**src/rtl/control_seq.sv**
```systemverilog
// control_seq: sequenced control decoder with valid/ready intake, memory stall and a registered carry flag.
// Define CONTROL_SEQ_RETIRE_EN to add the retire pulse and retire_cnt counter.
module control_seq #(
    parameter int INST_W = 8,
    parameter int RS_W   = 2,
    parameter int ALU_W  = 4,
    parameter int SIG_N  = 8,
    parameter int RET_W  = 16
) (
    input  logic              clk,
    input  logic              rst,
    input  logic              inst_valid,
    input  logic [INST_W-1:0] inst,
    output logic              inst_ready,
    input  logic              alu_carry,
    input  logic              mem_ready,
    output logic              cycle,
    output logic              busy,
    output logic              carry,
    output logic              M,
    output logic              S,
    output logic              J,
    output logic              LJ,
    output logic              CLI,
    output logic              LJR,
    output logic              MW,
    output logic              MC,
    output logic              RD,
    output logic              WR,
    output logic              Y,
    output logic              ISP,
    output logic              WA,
    output logic              WC,
    output logic [RS_W-1:0]   RS,
    output logic [ALU_W-1:0]  ALU,
    output logic [SIG_N-1:0]  SIG
`ifdef CONTROL_SEQ_RETIRE_EN
    ,
    output logic              retire,
    output logic [RET_W-1:0]  retire_cnt
`endif
);

    localparam int SIG_IW = (SIG_N > 1) ? $clog2(SIG_N) : 1;

    typedef enum logic [1:0] {IDLE, EX0, EX1} stateT;

    stateT             curState;
    stateT             nextState;
    logic [INST_W-1:0] ir;
    logic              carryQ;
    logic              t3, t2, t1, t0, b3, b2, b1;
    logic              take;
    logic              stall;
    logic              aluGrp;

    assign t3 = ir[INST_W-1];
    assign t2 = ir[INST_W-2];
    assign t1 = ir[INST_W-3];
    assign t0 = ir[INST_W-4];
    assign b3 = ir[3];
    assign b2 = ir[2];
    assign b1 = ir[1];

    assign take  = inst_valid & inst_ready;
    assign stall = (curState == EX0) & t3 & ~mem_ready;
    assign carry = carryQ;

    always_ff @(posedge clk or posedge rst) begin
        if (rst) begin
            curState <= IDLE;
        end else begin
            curState <= nextState;
        end
    end

    always_comb begin
        nextState = curState;
        unique case (curState)
            IDLE: if (take) nextState = EX0;
            EX0: begin
                if (!t3) begin
                    nextState = IDLE;
                end else if (mem_ready) begin
                    nextState = EX1;
                end
            end
            EX1:     nextState = IDLE;
            default: nextState = IDLE;
        endcase
    end

    always_comb begin
        inst_ready = (curState == IDLE);
        busy       = (curState != IDLE);
        cycle      = (curState == EX1);
        aluGrp     = (t2 & ~t3) | (cycle & t2 & t1);
        M   = 1'b0;
        S   = 1'b0;
        J   = 1'b0;
        LJ  = 1'b0;
        CLI = 1'b0;
        LJR = 1'b0;
        MW  = 1'b0;
        MC  = 1'b0;
        RD  = 1'b0;
        WR  = 1'b0;
        Y   = 1'b0;
        ISP = 1'b0;
        WA  = 1'b0;
        WC  = 1'b0;
        RS  = '0;
        ALU = '0;
        SIG = '0;
        if (busy) begin
            M   = t3 & ~t2 & cycle;
            MW  = t3 & ~t2 & cycle & t1;
            MC  = t3 & ~cycle;
            S   = t0;
            Y   = t1;
            RS  = ir[RS_W-1:0];
            ALU = ir[ALU_W-1:0];
            // J reads the flag as it stood before this edge's possible capture
            J   = t3 & t2 & t1 & cycle & ~(carryQ & t0);
            LJ  = ~t3 & ~t2 & ~t1 & t0 & ~b3;
            CLI = ~t3 & ~t2 & ~t1 & t0 & ~b3 & b1;
            LJR = ~t3 & ~t2 & ~t1 & t0 & ~b3 & b2;
            RD  = ~t3 & ~t2 & ~t1 & ~t0 & b2;
            WR  = ~t3 & ~t2 & ~t1 & ~t0 & b3;
            ISP = ~t3 & ~t2 & t1;
            WA  = (t3 & ~t2 & cycle & ~t1) | (aluGrp & ~(t0 & ~b3));
            WC  = (aluGrp | (~t3 & ~t2 & t1)) & t0;
            if (~t3 & ~t2 & ~t1 & t0 & b3) begin
                SIG[ir[SIG_IW-1:0]] = 1'b1;
            end
        end
    end

    always_ff @(posedge clk or posedge rst) begin
        if (rst) begin
            ir     <= '0;
            carryQ <= 1'b0;
        end else begin
            if (take) begin
                ir <= inst;
            end
            if (WC && !stall) begin
                carryQ <= alu_carry;
            end
        end
    end

`ifdef CONTROL_SEQ_RETIRE_EN
    assign retire = ((curState == EX0) & ~t3) | (curState == EX1);

    always_ff @(posedge clk or posedge rst) begin
        if (rst) begin
            retire_cnt <= '0;
        end else if (retire) begin
            retire_cnt <= retire_cnt + RET_W'(1);
        end
    end
`else
    if (RET_W < 1) begin : gRetWidthUnused
    end
`endif

endmodule

```
**config.mk**
```make
export PLATFORM = sky130hd
export DESIGN_NAME = control_seq
export DESIGN_NICKNAME = d
export VERILOG_FILES = /design/src/rtl/control_seq.sv
export SDC_FILE = /design/constraint.sdc
export NUM_CORES = 1
export LEC_CHECK = 0
export BUFFER_PORTS_ARGS = -buffer_cell sky130_fd_sc_hd__buf_2
export CORE_ASPECT_RATIO = 1.25
export CORE_MARGIN = 1.5
export CORE_UTILIZATION = 35
export DETAILED_ROUTE_END_ITERATION = 12
export GPL_TIMING_DRIVEN = 0
export PLACE_DENSITY = 0.71
export SYNTH_ARGS = -nofsm -noshare
export SYNTH_HDL_FRONTEND = slang
export SYNTH_SLANG_ARGS = --single-unit
```
**constraint.sdc**
```tcl
create_clock -name clk -period 1.3 [get_ports clk]
set_input_delay 0.065 -clock clk [delete_from_list [all_inputs] [get_ports clk]]
set_output_delay 0.065 -clock clk [all_outputs]
set_load 0.1 [all_outputs]
```
==> results of run 1 <==
-- logic make-up after synthesis --
| family | synth area share, % |
|---|---|
| simple gates | 30.1 |
| buf+inv | 9.61 |
| mux | 17.1 |
| compound gates | 7.33 |
| flops | 35.8 |
-- per-stage QoR --
stage          setup TNS [ns]  util (%)  cell area [um2]  cells  worst slack, ns
2_1_floorplan          -17.95         -             1020     81           -0.712
3_3_place_gp            -8.31      62.3             1260    145           -0.566
3_5_place_dp            -9.17      62.3             1260    145           -0.619
4_1_cts                 -9.20      96.5             1960    168           -0.376
-- timing repair --
action | in CTS
hold buffers | 1
resized for setup | 138
buffers inserted | 18
endpoints found under the hold margin | 11
endpoints found under the setup margin | 40
pin swaps | 14
cloned | 1
==> metrics.txt, run 1 <==
outcome=aborted with a tool error; Fail Step=global routing (5_1_grt); tool error=[ERROR DPL-0038] Utilization greater than 100%, impossible to legalize; Core Rows=18; Area contributors post-synth=dfrtp_1 (36%), mux2_4 (16%), and2b_1 (4.9%); post-synth top area cell=dfrtp_1; Max Root-Sink Buffers=2; ys flop type=dfrtp_1; die extent in x=~45 um; Port Buf Inserts=44; synthesized instance count=slightly above 80; #FFs+latches synth=11; Sink Count=11; Worst Endpoint after GRT Repair=SIG[4]; largest net degree at the start of global routing=12; Synth top cells by count=dfrtp_1 (11), nor2_1 (10), mux2_4 (8); Post-synth EDFFs=0; syn nets=94; top-count cell post-synth=dfrtp_1; Synth Cell Area=768 um2; Post-DP HPWL=around 1600 um; cts bufs inserted=3; post-synthesis sequential area ratio=35.8%; top-area cell type share of the netlist area=35.8%; GPL Wtd Cong=0.709; root buffer cell=clkbuf_4; Syn Area/Cell=9.48 um2; Initial Util=37.9%; asr flop ratio synth=100%; Worst-path end type=top-level output; # IOs=45; Yosys warnings=0; H-Tree Depth=1; Die H=55.4 um; Yosys cell types=28
==> inputs of run 2 (changes only) <==
Settings changed: CORE_ASPECT_RATIO 1.25 to unset, CORE_UTILIZATION 35 to 20, PLACE_DENSITY 0.71 to unset, PLACE_DENSITY_LB_ADDON set to 0.15.
Clock period 1.3 ns to 1.7 ns, I/O delays scaled along.
==> run 2 against run 1 <==
The run now ends clean. Synthesized cell count unchanged. Area after synthesis stayed put.
==> metrics.txt, run 2 <==
outcome=finished, final reports clean; cts bufs inserted=3; Synth Cell Area=768 um2; crit-path max cell delay=0.45 ns; asr flop ratio synth=100%; multi-input logic area=644 um2; HP Start=inst[0]; Clock Latency Late Sink=0.24 ns; Port Buf Inserts=44; Yosys cell types=28; Die H=65.0 um; ys flop type=dfrtp_1; post-layout net count=155; max cap viols=0; die extent in x=65.0 um; grt ovf=0; Slew Viols, Final=0; Final period util=98.4%; Final Skew=0.00148 ns; Post-DP HPWL=approximately 1700 um; synthesized instance count=81; critical setup path kind=reg2out; Yosys warnings=0; crit path cell chain=and2b_4 -> nand2_8 -> o32ai_4 -> buf_12; Core Rows=22; Via density=4.32; DR WL/cell=approximately 12 um; GRT Overall Usage=roughly 11%; CP max FO=5; initial antenna violation count=0; top-area cell type share of the netlist area=35.8%; Sink Count=11; #FFs+latches synth=11; Core Region=3660 um2; post-synth top area cell=dfrtp_1; H-Tree Depth=1; final WL=2260 um; Max Root-Sink Buffers=2; relative slew slack=approximately 67%; register area=283 um2; area growth from synthesis to layout=108%; most common cell after layout, fill and taps aside=buf_2; syn nets=94; first-pass GRT wire length=3550 um; required time of the critical path=1.62 ns; # placed instances=173; Synth top cells by count=dfrtp_1 (11), nor2_1 (10), mux2_4 (8); largest net degree at the start of global routing=12; Largest register FFs=8; # DRC=0; Post-synth EDFFs=0; RSZ-0062 raised after global routing=yes; final setup fails=0; DRT Pass-1 Iters=4; crit path from=curState[0]$_DFFE_PP0P_; initial drt markers=5; fillers=351; total die area=4220 um2; Final Non-Filler Cells=189; top-count cell post-synth=dfrtp_1; Worst setup SP type=flip-flop; root buffer cell=clkbuf_8; slowest cell on the critical path=dfrtp_2; # IOs=45; Initial Util=a little over a fifth; CTS tree=built; total number of vias=816; RR Startpoint=curState[1]$_DFFE_PP0P_; FMAX=0.598 GHz; layout cells sized above 1=78.7%; ANT cells=0; CP endpoint kind=output pin; post-synthesis sequential area ratio=between 30% and 40%; Worst Max-Slew Pin Slew=0.497 ns; Syn Area/Cell=~9.5 um2; Final min period=1.67 ns; GPL Wtd Cong=0.711; final hold vios=0; Worst Path Arrival=between 1.5 and 2 ns; most frequent cells in the layout=buf_2 (27), buf_4 (15), mux2_4 (9); vias in the first global route=781; clk slew on worst S/H paths=roughly 0.050 ns; antenna-violating nets left=0; largest reg by FF count=ir; hold crit path type=in2reg; Area contributors post-synth=dfrtp_1 (36%), mux2_4 (16%), and2b_1 (4.9%)
## run 2: cell counts after synthesis
Identical to the previous run, type by type.
## run 2: area by class of cell
type                       instances  area share (%)
multi-input combinational         58            40.2
timing repair buffer              56            29.7
sequential                        11            17.7
buffer                             6            4.45
tap                               48            3.75
clock buffer                       4            2.81
inverter                           6            1.41
## run 2: worst max-delay path, delay by kind of cell (launching register included)
kind / cells / cell delay, ns
AO/OA/AOI/OAI: 1 / 0.29
buffers and inverters: 1 / 0.21
AND/OR/NAND/NOR: 2 / 0.39
flip-flops: 1 / 0.45
## run 2: what timing repair did
action,in CTS,in global routing
gates resized for setup,42,17
hold buffers,1,0
endpoints found under the hold margin,11,0
setup buffers,5,6
endpoints found under the setup margin,21,18
pin swaps,0,5
## run 2: metrics by stage
| stage | cell area [um2] | utilization (%) | TNS (ns) | worst slack, ns | hold slack, ns |
|---|---|---|---|---|---|
| floorplan | 982 | - | -5.36 | -0.348 | -0.0626 |
| finish | 1600 | 43.7 | 0 | 0.0273 | 0.0783 |
| global placement | 1260 | 34.5 | -1.77 | -0.242 | 0.0989 |
| CTS | 1480 | 40.5 | 0 | 0.00295 | 0.0734 |
| global route | 1600 | 43.7 | -0.0953 | -0.0436 | 0.0722 |
| detailed placement | 1260 | 34.5 | -1.83 | -0.248 | 0.0905 |
## run 2: cell families after synthesis
kind of cell    after synthesis  share of synthesized area (%)
simple gates                 42                           30.1
buf+inv                      12                           9.61
flops                        11                           35.8
mux                           9                           17.1
compound gates                7                           7.33
## run 2: worst paths after layout
kind | to | slack (ns) | cells after the start
worst max-delay path | WA | 0.03 | 4
worst min-delay path | ir[0]$_DFFE_PP0P_ | 0.08 | 2
worst max register to register | ir[3]$_DFFE_PP0P_ | 0.19 | 5
worst min register to register | ir[0]$_DFFE_PP0P_ | 0.55 | 1
max in group asynchronous | curState[1]$_DFFE_PP0P_ | 1.01 | 3
min in group asynchronous | ir[3]$_DFFE_PP0P_ | 0.38 | 3
## run 2: routing by layer
| layer | global-route usage, % | part of all wire (%) | vias up |
|---|---|---|---|
| met1 | 13.0 | 40 | 396 |
| met5 | 0 | 0 | - |
| met3 | 1.91 | 5.7 | 4 |
| met2 | 18.6 | 52 | 22 |
| li1 | - | - | 394 |
| met4 | 7.18 | 2.2 | 0 |
Power of run 2 is not shown: default switching activity piles up to over one toggle a cycle in this logic, so the estimate is an artifact.
